**config.mk**
```make
export PLATFORM = sky130hd
export DESIGN_NAME = fifo_wr_framer
export DESIGN_NICKNAME = d
export VERILOG_FILES = /design/src/rtl/fifo_wr_framer.sv
export SDC_FILE = /design/constraint.sdc
export NUM_CORES = 1
export LEC_CHECK = 0
export BUFFER_PORTS_ARGS = -buffer_cell sky130_fd_sc_hd__buf_4
export CAP_MARGIN = 20
export CORE_UTILIZATION = 30
export CTS_CLUSTER_DIAMETER = 50
export DETAILED_ROUTE_END_ITERATION = 6
export PLACE_DENSITY = 0.45
export SLEW_MARGIN = 5
export SYNTH_ARGS = -nofsm -noshare
export SYNTH_HDL_FRONTEND = slang
export SYNTH_SLANG_ARGS = --single-unit
```
**constraint.sdc**
```tcl
create_clock -name clk_wr -period 2.25 [get_ports clk_wr]
set_input_delay 0.225 -clock clk_wr [delete_from_list [all_inputs] [get_ports clk_wr]]
set_output_delay 0.225 -clock clk_wr [all_outputs]
set_load 0.01 [all_outputs]
```
**src/rtl/fifo_wr_framer.sv**
```systemverilog
// Write-side framer: buffers one producer frame, then pushes a length header and the payload into the FIFO.
// Optional checksum trailer (XOR of the payload words) is enabled by defining FRAMER_CHECKSUM_EN.
module fifo_wr_framer #(
  parameter int unsigned WIDTH   = 8,
  parameter int unsigned MAX_LEN = 16
) (
  input  logic             clk_wr,
  input  logic             rst_wr,
  input  logic [WIDTH-1:0] s_data,
  input  logic             s_valid,
  input  logic             s_last,
  output logic             s_ready,
  output logic [WIDTH-1:0] fifo_data,
  output logic             fifo_wr,
  input  logic             fifo_full,
  output logic             frame_drop,
  output logic             busy
);

  localparam int unsigned LEN_W = $clog2(MAX_LEN + 1);
  localparam int unsigned IDX_W = (MAX_LEN > 1) ? $clog2(MAX_LEN) : 1;

`ifdef FRAMER_CHECKSUM_EN
  typedef enum logic [2:0] {COLLECT, DROP, HEADER, PAYLOAD, TRAILER} state_t;
`else
  typedef enum logic [1:0] {COLLECT, DROP, HEADER, PAYLOAD} state_t;
`endif

  state_t           state, state_nxt;
  logic [LEN_W-1:0] wr_idx, wr_idx_nxt;
  logic [LEN_W-1:0] len, len_nxt;
  logic [IDX_W-1:0] rd_idx, rd_idx_nxt;
  logic             drop_nxt;
  logic             mem_we;
  logic             beat;
  logic             push;
  logic             last_rd;
  logic [WIDTH-1:0] frame_mem [MAX_LEN];
`ifdef FRAMER_CHECKSUM_EN
  logic [WIDTH-1:0] csum, csum_nxt;
`endif

  // Output decode from registered state only, followed by next-state logic.
  always_comb begin
    s_ready    = 1'b0;
    fifo_wr    = 1'b0;
    busy       = 1'b0;
    fifo_data  = '0;
    state_nxt  = state;
    wr_idx_nxt = wr_idx;
    rd_idx_nxt = rd_idx;
    len_nxt    = len;
    drop_nxt   = 1'b0;
    mem_we     = 1'b0;
`ifdef FRAMER_CHECKSUM_EN
    csum_nxt   = csum;
`endif

    unique case (state)
      COLLECT, DROP: s_ready = ~rst_wr;
      HEADER: begin
        fifo_wr   = 1'b1;
        busy      = 1'b1;
        fifo_data = WIDTH'(len);
      end
      PAYLOAD: begin
        fifo_wr   = 1'b1;
        busy      = 1'b1;
        fifo_data = frame_mem[rd_idx];
      end
`ifdef FRAMER_CHECKSUM_EN
      TRAILER: begin
        fifo_wr   = 1'b1;
        busy      = 1'b1;
        fifo_data = csum;
      end
`endif
      default: ;
    endcase

    beat    = s_valid & s_ready;
    push    = fifo_wr & ~fifo_full;
    last_rd = (LEN_W'(rd_idx) == (len - LEN_W'(1)));

    unique case (state)
      COLLECT: begin
        if (beat) begin
          if (wr_idx < LEN_W'(MAX_LEN)) begin
            mem_we = 1'b1;
`ifdef FRAMER_CHECKSUM_EN
            csum_nxt = (wr_idx == '0) ? s_data : (csum ^ s_data);
`endif
            if (s_last) begin
              len_nxt    = wr_idx + LEN_W'(1);
              wr_idx_nxt = '0;
              state_nxt  = HEADER;
            end else begin
              wr_idx_nxt = wr_idx + LEN_W'(1);
            end
          end else if (s_last) begin
            // Buffer already full: this word makes the frame oversized.
            drop_nxt   = 1'b1;
            wr_idx_nxt = '0;
`ifdef FRAMER_CHECKSUM_EN
            csum_nxt   = '0;
`endif
          end else begin
            state_nxt = DROP;
          end
        end
      end
      DROP: begin
        if (beat && s_last) begin
          drop_nxt   = 1'b1;
          wr_idx_nxt = '0;
          state_nxt  = COLLECT;
`ifdef FRAMER_CHECKSUM_EN
          csum_nxt   = '0;
`endif
        end
      end
      HEADER: begin
        if (push) begin
          rd_idx_nxt = '0;
          state_nxt  = PAYLOAD;
        end
      end
      PAYLOAD: begin
        if (push) begin
          if (last_rd) begin
`ifdef FRAMER_CHECKSUM_EN
            state_nxt = TRAILER;
`else
            state_nxt = COLLECT;
`endif
          end else begin
            rd_idx_nxt = rd_idx + IDX_W'(1);
          end
        end
      end
`ifdef FRAMER_CHECKSUM_EN
      TRAILER: begin
        if (push) state_nxt = COLLECT;
      end
`endif
      default: state_nxt = COLLECT;
    endcase
  end

  always_ff @(posedge clk_wr or posedge rst_wr) begin
    if (rst_wr) state <= COLLECT;
    else        state <= state_nxt;
  end

  // Indices, length and drop pulse; reset discards any partial frame.
  always_ff @(posedge clk_wr or posedge rst_wr) begin
    if (rst_wr) begin
      wr_idx     <= '0;
      rd_idx     <= '0;
      len        <= '0;
      frame_drop <= 1'b0;
    end else begin
      wr_idx     <= wr_idx_nxt;
      rd_idx     <= rd_idx_nxt;
      len        <= len_nxt;
      frame_drop <= drop_nxt;
    end
  end

`ifdef FRAMER_CHECKSUM_EN
  always_ff @(posedge clk_wr or posedge rst_wr) begin
    if (rst_wr) csum <= '0;
    else        csum <= csum_nxt;
  end
`endif

  // Frame buffer needs no reset: len gates which entries are ever read.
  always_ff @(posedge clk_wr) begin
    if (mem_we) frame_mem[IDX_W'(wr_idx)] <= s_data;
  end

endmodule

```
# Word level (Yosys, flattened, before mapping)
# Memory sizes are Yosys's and may differ from the RTL's.
# Cells that the tools add are included.
totals:
  reg_bits: 17
  mem_bits_rw: 128
  out_inout_bits: 12
  word_cells: 69
  mem_count: 1
op_classes:
  addsub: 3
  magnitude_cmp: 1
  n_eq_ne: 13
  mux: 32
  n_bitwise: 4
  reduce_logical: 10
mem_list:
  columns: ["memory", "depth", "width", "rd", "rd_ports_with_merged_regs", "wr", "line", "source"]
  rows:
  - ["frame_mem", 16, 8, 1, 0, 1, "38", "logic [WIDTH-1:0] frame_mem [MAX_LEN];"]
ops:
  columns: ["op", "count"]
  rows:
  - ["two-way mux 5 bit", 5]
  - ["two-way mux 2 bit", 8]
  - ["one-hot mux 8 bit (2 select lines)", 1]
  - ["two-way mux 4 bit", 3]
  - ["inequality test 2 bit, second input constant", 6]
  - ["AND reduction 4 bit", 3]
  - ["two-way mux 1 bit", 11]
  - ["one-hot mux 5 bit (2 select lines)", 1]
  - ["inequality test 3 bit, second input constant", 3]
  - ["one-hot mux 2 bit (4 select lines)", 1]
  - ["one-hot mux 4 bit (2 select lines)", 1]
  - ["AND reduction 7 bit", 1]
  - ["adder 5 x 1 -> 5 bit, second input constant", 1]
  - ["== test 4 x 5 -> 1 bit", 1]
  - ["less-than comparator 5 bit, second input constant", 1]
  - ["subtractor 5 x 1 -> 5 bit, second input constant", 1]
  - ["adder 4 x 1 -> 4 bit, second input constant", 1]
  - ["== test 2 bit, second input constant", 2]
  - ["nonzero test 2 bit", 2]
  - ["OR reduction 2 bit", 2]
  - ["AND 1 bit", 2]
  - ["== test 2 x 1 -> 1 bit, second input constant", 1]
  - ["zero test 2 bit", 1]
  - ["inverter 1 bit", 2]
  - ["2 further kinds", 2]

# Depth between registers and ports, before layout
# Gate-level depths: netlist (run 1).
depth:
  word_depth: 8
  mapped_depth: 7

# Worst setup path after synthesis (run 1)
# OpenSTA, ideal clock, no wires.
synth_timing:
  path_kind: "register to register"
  start: "register state[1]"
  end: "memory frame_mem[0][0], enable pin"
  setup_time_ps: 383
  arrival_time_ps: 2062
  required_time_ps: 1867
  path_slack_ps: -195
  path_stages_with_launch: 5
  n_path_buf: 0
  cell_sequence: "dfrtp_1 or3b_2 nor3_1 nand2_1 nor3_1"
synth_via:
  elab_chain_len: 8
  elab_cells_between_ends: 9
synth_lines:
  columns: ["element", "line", "source"]
  rows:
  - ["start: declaration", "29", "state_t state, state_nxt;"]
  - ["start signal: assignment", "152", "else state <= state_nxt;"]
  - ["== test 2 x 1 -> 1 bit or zero test 2 bit (tied branches)", "59, 85", null]
  - ["OR reduction 2 bit", "59", "unique case (state)"]
  - ["two-way mux 1 bit", "59", null]
  - ["AND 1 bit", "81", "beat = s_valid & s_ready;"]
  - ["two-way mux 1 bit", "87", "if (beat) begin"]
  - ["two-way mux 1 bit *", "85", "unique case (state)"]
  - ["two-way mux 1 bit *", "179", "if (mem_we) frame_mem[IDX_W'(wr_idx)] <= s_data;"]
  - ["two-way mux 1 bit (not written as such) *", "179", null]
  - ["end: declaration", "38", null]
# Every way passes the cells marked *; elsewhere a longest branch is shown, timed or not.

# Worst setup path in the final report (run 1)
layout_timing:
  start: "register rd_idx[0]"
  end: "output port fifo_data[5]"
layout_via:
  elab_chain_len: 2
layout_lines:
  columns: ["element", "line", "source"]
  rows:
  - ["start: declaration", "32", "logic [IDX_W-1:0] rd_idx, rd_idx_nxt;"]
  - ["start signal: assignment", "164", "rd_idx <= rd_idx_nxt;"]
  - ["memory read (16 x 8 bit)", null, null]
  - ["one-hot mux 8 bit (2 select lines)", "59", null]
  - ["end: declaration", "13", "output logic [WIDTH-1:0] fifo_data,"]
# No other way between the ends.

==> results of run 1 <==
==> placed cells by master, fill, tap and decap left out, drive strengths merged, types with 4 or more instances in the layout <==
cell,instances
nand2,23
dfrtp,17
a21oi,5
nor2,21
ha,6
o21ai,16
a22oi,5
nand3,10
clkbuf,18
and2,7
a22o,4
buf,65
xnor2,5
mux4,35
nand2b,4
inv,11
clkinv,7
nor2b,4
edfxtp,128
nor3,9
==> worst paths after layout <==
kind,start,end,slack [ns],cells past startpoint
min in group asynchronous,rst_wr,state[1],0.50,3
max reg2reg,state[1],frame_mem[2][0],0.08,6
min reg2reg,len[4],len[4],0.57,2
min,s_last,wr_idx[4],0.06,2
max in group asynchronous,rst_wr,rd_idx[0],1.27,3
max,rd_idx[0],fifo_data[5],-0.31,5
==> layer usage <==
| layer | wire [um] | up-vias | share of wire (%) | global-route usage, % |
|---|---|---|---|---|
| met1 | 6340 | 1743 | 44 | 19.6 |
| li1 | - | 1499 | - | - |
| met3 | 541 | 14 | 3.7 | 3.37 |
| met4 | 240 | 0 | 1.7 | 5.60 |
| met2 | 7330 | 61 | 51 | 25.7 |
| met5 | 0 | - | 0 | 0 |
==> final cells by class <==
type	instances	area [um2]
Tap cell	265	332
Sequential cell	145	4270
Fill cell	1822	12000
Timing Repair Buffer	66	644
Clock inverter	13	111
Multi-Input combinational cell	175	1680
Inverter	8	30.0
Clock buffer	18	429
==> per-stage QoR <==
stage / TNS, ns / std cells / total power (uW) / utilization, % / hold slack, ns
after CTS: -2.23 / 687 / 8860 / 38.1 / 0.0359
after global placement: 0 / 651 / 5900 / 34.7 / 0.398
after global routing: -2.71 / 690 / 9270 / 38.4 / 0.0548
after detailed placement: -0.0130 / 651 / 5900 / 34.7 / 0.402
after floorplan: -6.22 / 346 / 4920 / - / 0.151
final: -2.02 / 690 / 8820 / 38.4 / 0.0598
==> power groups by stage <==
stage / sequential, uW / clock [uW] / combinational, uW
after floorplan: 3130 / 0 / 1790
after global placement: 3170 / 0 / 2730
after CTS: 3120 / 2670 / 3070
after detailed placement: 3170 / 0 / 2730
after global routing: 3130 / 2790 / 3360
final: 3120 / 2610 / 3090
==> sequential cells by signal, summed over array words and instances (netlist names) <==
| register | count |
|---|---|
| frame_drop | 1 |
| frame_mem | 128 |
| len | 5 |
| rd_idx | 4 |
| state | 2 |
| wr_idx | 5 |
==> what timing repair did <==
| item | 4_1_cts | 5_1_grt |
|---|---|---|
| setup buffers | 4 | 3 |
| resized for setup | 19 | 5 |
| hold buffers | 1 | 0 |
| gates cloned | 0 | 0 |
| hold endpoints to repair | 17 | 0 |
| endpoints found under the setup margin | 13 | 13 |
==> logic make-up (layout without fill, tap and decap cells) <==
| group | count (synthesis) | in the layout | synth area share (%) |
|---|---|---|---|
| DFF | 145 | 145 | 71.0 |
| and+or+nand+nor | 83 | 83 | 6.51 |
| AOI/OAI and AO/OA | 42 | 42 | 4.56 |
| muxes | 36 | 36 | 13.3 |
| buffers and inverters | 26 | 105 | 2.25 |
| xor gates and xnor gates | 8 | 8 | 1.17 |
| adders and majority gates | 6 | 6 | 1.25 |
==> flow_summary.rst, run 1 <==
.. list-table::
   :header-rows: 1

   * - Metric
     - Value
   * - Run status
     - finished with violations
   * - Violations in the final reports
     - setup timing
   * - Critical path fanouts, max
     - 14
   * - Share of total power in the clock network
     - 29.6%
   * - Number of hold-slack violations in the final timing report
     - 0
   * - Post-synthesis async set-or-reset flop share
     - 11.7%
   * - Average routed wire per standard cell
     - 21.0 um
   * - Number of buffers created by CTS
     - 17
   * - Count of flip-flops with a built-in enable after synthesis
     - 128
   * - Count of routing violations after the opening detailed-route iteration
     - 216
   * - Effective utilization at floorplan
     - 30.8%
   * - Share of Yosys cell area claimed by the top area cell type
     - 63.9%
   * - Worst IR drop on VDD
     - 0.811 mV
   * - Ys flop type
     - sky130_fd_sc_hd__edfxtp_1
   * - Finish-stage setup viols
     - 8
   * - Most numerous cell on the critical path
     - sky130_fd_sc_hd__mux4_2
   * - Crit path arrival time
     - 2.33 ns
   * - Most frequent cell after synthesis
     - sky130_fd_sc_hd__edfxtp_1
   * - Max Clock Skew
     - 0.0108 ns
   * - Worst relative slew slack
     - 53.3%
   * - Cell chosen for the clock root
     - sky130_fd_sc_hd__clkbuf_16
   * - Critical Path RT
     - 2.03 ns
   * - Smallest setup slack after layout
     - -0.309 ns
   * - N_diodes
     - 0
   * - Netlist Area Pre-Place
     - 6010 um2
   * - Cell Rows
     - 51
   * - Placed wire-length estimate
     - 9170 um
   * - Total number of nets in the final design
     - 432
   * - Cell type of the slowest stage on the worst timing path
     - sky130_fd_sc_hd__mux4_2
   * - TritonCTS clock tree
     - yes
   * - Leftover overflow at the end of global routing
     - 0
   * - Setup Crit Path Kind
     - reg -> out
   * - Design internal power
     - 6220 uW
   * - Remaining number of nets flagged by the antenna check after routing
     - 0
   * - Floorplan die area
     - 20600 um2
   * - Detailed-route wire length
     - 14500 um
   * - Cell-by-cell listing of the critical path
     - buf_12, mux4_2, mux4_2, and2_4, buf_6
   * - Leading post-synthesis cells by cell area
     - sky130_fd_sc_hd__edfxtp_1, sky130_fd_sc_hd__mux4_2, sky130_fd_sc_hd__dfrtp_1
   * - Switching portion of total power
     - 29.5%
   * - Post-synth net total
     - 365
   * - Layout cells sized above 1
     - 35.3%
   * - Core box area
     - 19500 um2
   * - CP delay by family, top
     - multiplexers
   * - Clock Latency Late Sink
     - 0.42 ns
   * - Mapped Avg Cell Area
     - 17.4 um2
   * - First-pass GRT wire length
     - 21900 um
   * - Die extent in x
     - 144 um
   * - Total via count after detailed routing
     - 3317
   * - Synth top cells by count
     - sky130_fd_sc_hd__edfxtp_1, sky130_fd_sc_hd__mux4_2, sky130_fd_sc_hd__nand2_1
   * - Crit path largest cell delay
     - 0.52 ns
   * - Capturing element type of the critical path
     - output port
   * - Top cell type by total area after synthesis
     - sky130_fd_sc_hd__edfxtp_1
   * - Buffers from clock root to sink, at most
     - 2
   * - MaxCap Viol Count
     - 0
   * - Startpoint type of the worst setup path
     - flip-flop
   * - Post-synthesis register bit count
     - 145
   * - Share of the cycle needed by the critical path after routing
     - 114%
   * - # H-tree levels
     - 4
   * - Mapped Cells
     - 346
   * - Area growth, synth to finish
     - 24.6%
   * - Net switching power
     - 2600 uW
   * - Fraction of power consumed by sequential logic
     - 35.3%
   * - TritonRoute pass-1 iters
     - 4
   * - Pleak
     - 0.00256 uW
   * - Floorplan die height
     - 144 um
   * - Peak clock frequency supported by timing
     - 391 MHz
   * - Finished Cell Area
     - 7490 um2
   * - Number of buffer and inverter stages on the critical path
     - 2
   * - Register area share after synthesis
     - 71.0%
   * - Slew of the pin with the lowest slew margin
     - 0.700 ns
   * - Via count normalized by instance count
     - 4.81
   * - Count of buffers from port buffering
     - 24
   * - Relative contribution of combinational cells to total power
     - 35.0%
   * - Area after detailed placement
     - 6780 um2
   * - Count of unresolved DRC violations after routing
     - 0
   * - Clk slew on worst S/H paths
     - 0.06 ns
   * - Ys Warns
     - 0
   * - Number of top-level pins
     - 25
   * - Unrepaired setup endpoints after global routing
     - true
   * - Antenna violations before repair
     - 0
   * - Number of distinct library cell variants in the gate-level netlist after synthesis
     - 37
   * - Global router's overall resource usage
     - 15.4%
   * - Minimum setup slack after placement
     - -0.00311 ns
   * - Final GP Congestion
     - 0.731
   * - Power density of the placed cells
     - 1180 nW/um2
   * - Pin count of the biggest net entering global routing
     - 28
   * - Final-report max-slew violation count
     - 0
   * - Final critical delay including setup and external delays
     - 2.56 ns
   * - CTS sink cnt
     - 145
   * - Class of the worst hold path
     - in -> reg
   * - Via count of the first global-routing pass
     - 3537
Power figures use the tool's default switching activity.
==> run 2, diff against run 1 <==
--- a/config.mk
+++ b/config.mk
@@ -7,6 +7,7 @@
 export LEC_CHECK = 0
 export BUFFER_PORTS_ARGS = -buffer_cell sky130_fd_sc_hd__buf_4
 export CAP_MARGIN = 20
+export CORE_ASPECT_RATIO = 0.5
 export CORE_UTILIZATION = 30
 export CTS_CLUSTER_DIAMETER = 50
 export DETAILED_ROUTE_END_ITERATION = 6
==> flow_summary.rst, run 2 (synthesized netlist as in run 1, its figures left out) <==
.. list-table::
   :header-rows: 1

   * - Metric
     - Value
   * - Leading cell type in the layout, fill and taps excluded
     - sky130_fd_sc_hd__edfxtp_1
   * - Fraction of power consumed by sequential logic
     - 33.5%
   * - Buffers from clock root to sink, at most
     - 2
   * - Final standard cell count with taps included and fillers excluded
     - 691
   * - Average routed wire per standard cell
     - 19.3 um
   * - Count of routing violations after the opening detailed-route iteration
     - 255
   * - Floorplan die height
     - 102 um
   * - Unrepaired setup endpoints after global routing
     - true
   * - Largest register FFs
     - 128
   * - Via count of the first global-routing pass
     - 3425
   * - Capturing element type of the critical path
     - output port
   * - Max Clock Skew
     - 0.00862 ns
   * - Relative contribution of combinational cells to total power
     - 33.9%
   * - MaxCap Viol Count
     - 0
   * - Share of total power in the clock network
     - 32.5%
   * - Power density of the placed cells
     - 1230 nW/um2
   * - Via count normalized by instance count
     - 4.81
   * - Slew of the pin with the lowest slew margin
     - 0.758 ns
   * - Finished Cell Area
     - 7560 um2
   * - Number of top-level pins
     - 25
   * - Number of hold-slack violations in the final timing report
     - 0
   * - Antenna violations before repair
     - 0
   * - CTS sink cnt
     - 145
   * - Cell chosen for the clock root
     - sky130_fd_sc_hd__clkbuf_16
   * - Clk slew on worst S/H paths
     - 0.06 ns
   * - Run status
     - finished with violations
   * - Core utilization of the finished layout
     - 38.7%
   * - TritonRoute pass-1 iters
     - 4
   * - Pleak
     - 0.00260 uW
   * - Area growth, synth to finish
     - 25.7%
   * - Effective utilization at floorplan
     - 30.8%
   * - # H-tree levels
     - 4
   * - Cell Rows
     - 36
   * - Count of unresolved DRC violations after routing
     - 0
   * - Number of cells in the design after placement
     - 648
   * - Die extent in x
     - 202 um
   * - Floorplan die area
     - 20700 um2
   * - Design internal power
     - 6500 uW
   * - Share of the cycle needed by the critical path after routing
     - 115%
   * - Count of buffers from port buffering
     - 24
   * - Most frequent cells in the layout
     - sky130_fd_sc_hd__edfxtp_1, sky130_fd_sc_hd__buf_4, sky130_fd_sc_hd__mux4_2, sky130_fd_sc_hd__nand2_1, sky130_fd_sc_hd__nor2_1
   * - First-pass GRT wire length
     - 20200 um
   * - Pin count of the biggest net entering global routing
     - 28
   * - Registers with the most flip-flops
     - frame_mem x128, len x5, wr_idx x5
   * - Leftover overflow at the end of global routing
     - 0
   * - TritonCTS clock tree
     - yes
   * - Largest register by flop count
     - frame_mem
   * - Crit path arrival time
     - 2.35 ns
   * - Violations in the final reports
     - setup timing
   * - Worst IR drop on VDD
     - 0.499 mV
   * - Peak clock frequency supported by timing
     - 388 MHz
   * - Total via count after detailed routing
     - 3323
   * - Worst relative slew slack
     - 49.4%
   * - Setup TNS
     - -2.40 ns
   * - Setup Crit Path Kind
     - reg -> out
   * - Clock Latency Late Sink
     - 0.42 ns
   * - Final GP Congestion
     - 0.786
   * - Total number of nets in the final design
     - 431
   * - Final critical delay including setup and external delays
     - 2.58 ns
   * - Critical path fanouts, max
     - 5
   * - Detailed-route wire length
     - 13400 um
   * - Number of buffers created by CTS
     - 17
   * - Global router's overall resource usage
     - 13.6%
   * - N_diodes
     - 0
   * - Startpoint type of the worst setup path
     - flip-flop
   * - Smallest setup slack after layout
     - -0.329 ns
   * - Switching portion of total power
     - 29.9%
   * - Net switching power
     - 2770 uW
   * - Final-report max-slew violation count
     - 0
   * - Finish-stage setup viols
     - 8
   * - Placed wire-length estimate
     - 8980 um
   * - Area after detailed placement
     - 6700 um2
   * - Core box area
     - 19500 um2
   * - Layout cells sized above 1
     - 36.2%
   * - Class of the worst hold path
     - in -> reg
   * - Critical Path RT
     - 2.03 ns
   * - Remaining number of nets flagged by the antenna check after routing
     - 0
==> run 2: power groups by stage <==
stage	Sequential [uW]	Combinational, uW	Clock, uW
finish	3110	3150	3020
global route	3120	3400	3180
CTS	3100	3170	3080
detailed placement	3160	2750	0
global placement	3160	2730	0
floorplan	3130	1790	0
==> run 2: area by class of cell <==
cell class / count / area (um2)
Timing Repair Buffer: 65 / 598
Clock buffer: 17 / 425
Inverter: 8 / 30.0
Sequential cell: 145 / 4270
Tap cell: 266 / 333
Fill cell: 1796 / 12000
Multi-Input combinational cell: 175 / 1690
Clock inverter: 15 / 219
==> run 2: path summary, 6_finish.rpt <==
check	cells after the start	to	start	slack, ns
max in group asynchronous	3	rd_idx[0]	rst_wr	1.21
min in group asynchronous	3	state[1]	rst_wr	0.52
worst min register to register	2	len[4]	len[4]	0.56
worst max-delay path	8	fifo_data[2]	rd_idx[0]	-0.33
worst min-delay path	2	wr_idx[4]	s_last	0.05
worst max register to register	6	frame_mem[1][0]	state[1]	0.19
==> run 2: critical path, cell delays in order (launching register included) <==
cell and delay [ns]:
sky130_fd_sc_hd__dfrtp_2 0.43, sky130_fd_sc_hd__buf_6 0.14, sky130_fd_sc_hd__buf_12 0.11, sky130_fd_sc_hd__buf_4 0.10
sky130_fd_sc_hd__mux4_2 0.49, sky130_fd_sc_hd__a22oi_2 0.16, sky130_fd_sc_hd__nand3_1 0.12, sky130_fd_sc_hd__a22o_1 0.24
sky130_fd_sc_hd__buf_6 0.12
==> run 2: what timing repair did <==
action                     in CTS  in global routing
hold buffers                    1                  0
cloned                          2                  1
gates resized for setup        18                 14
buffers inserted                6                  4
pin swaps                       3                  5
hold endpoints to repair       17                  0
setup endpoints to repair       8                 38
==> run 2: layer usage <==
metal,track usage (%),wire length [um],share of wire [%]
met4,4.05,117,0.88
met3,3.35,688,5.2
met2,21.2,6100,46
met5,0,0,0
met1,19.1,6450,48
==> run 2: metrics by stage <==
step                setup WS [ns]  hold slack [ns]  total power, uW
finish                     -0.329           0.0534             9270
global route               -0.428           0.0572             9700
CTS                        -0.361           0.0344             9350
detailed placement         0.0798            0.438             5910
global placement           0.0805            0.412             5900
floorplan                  -0.195            0.151             4920
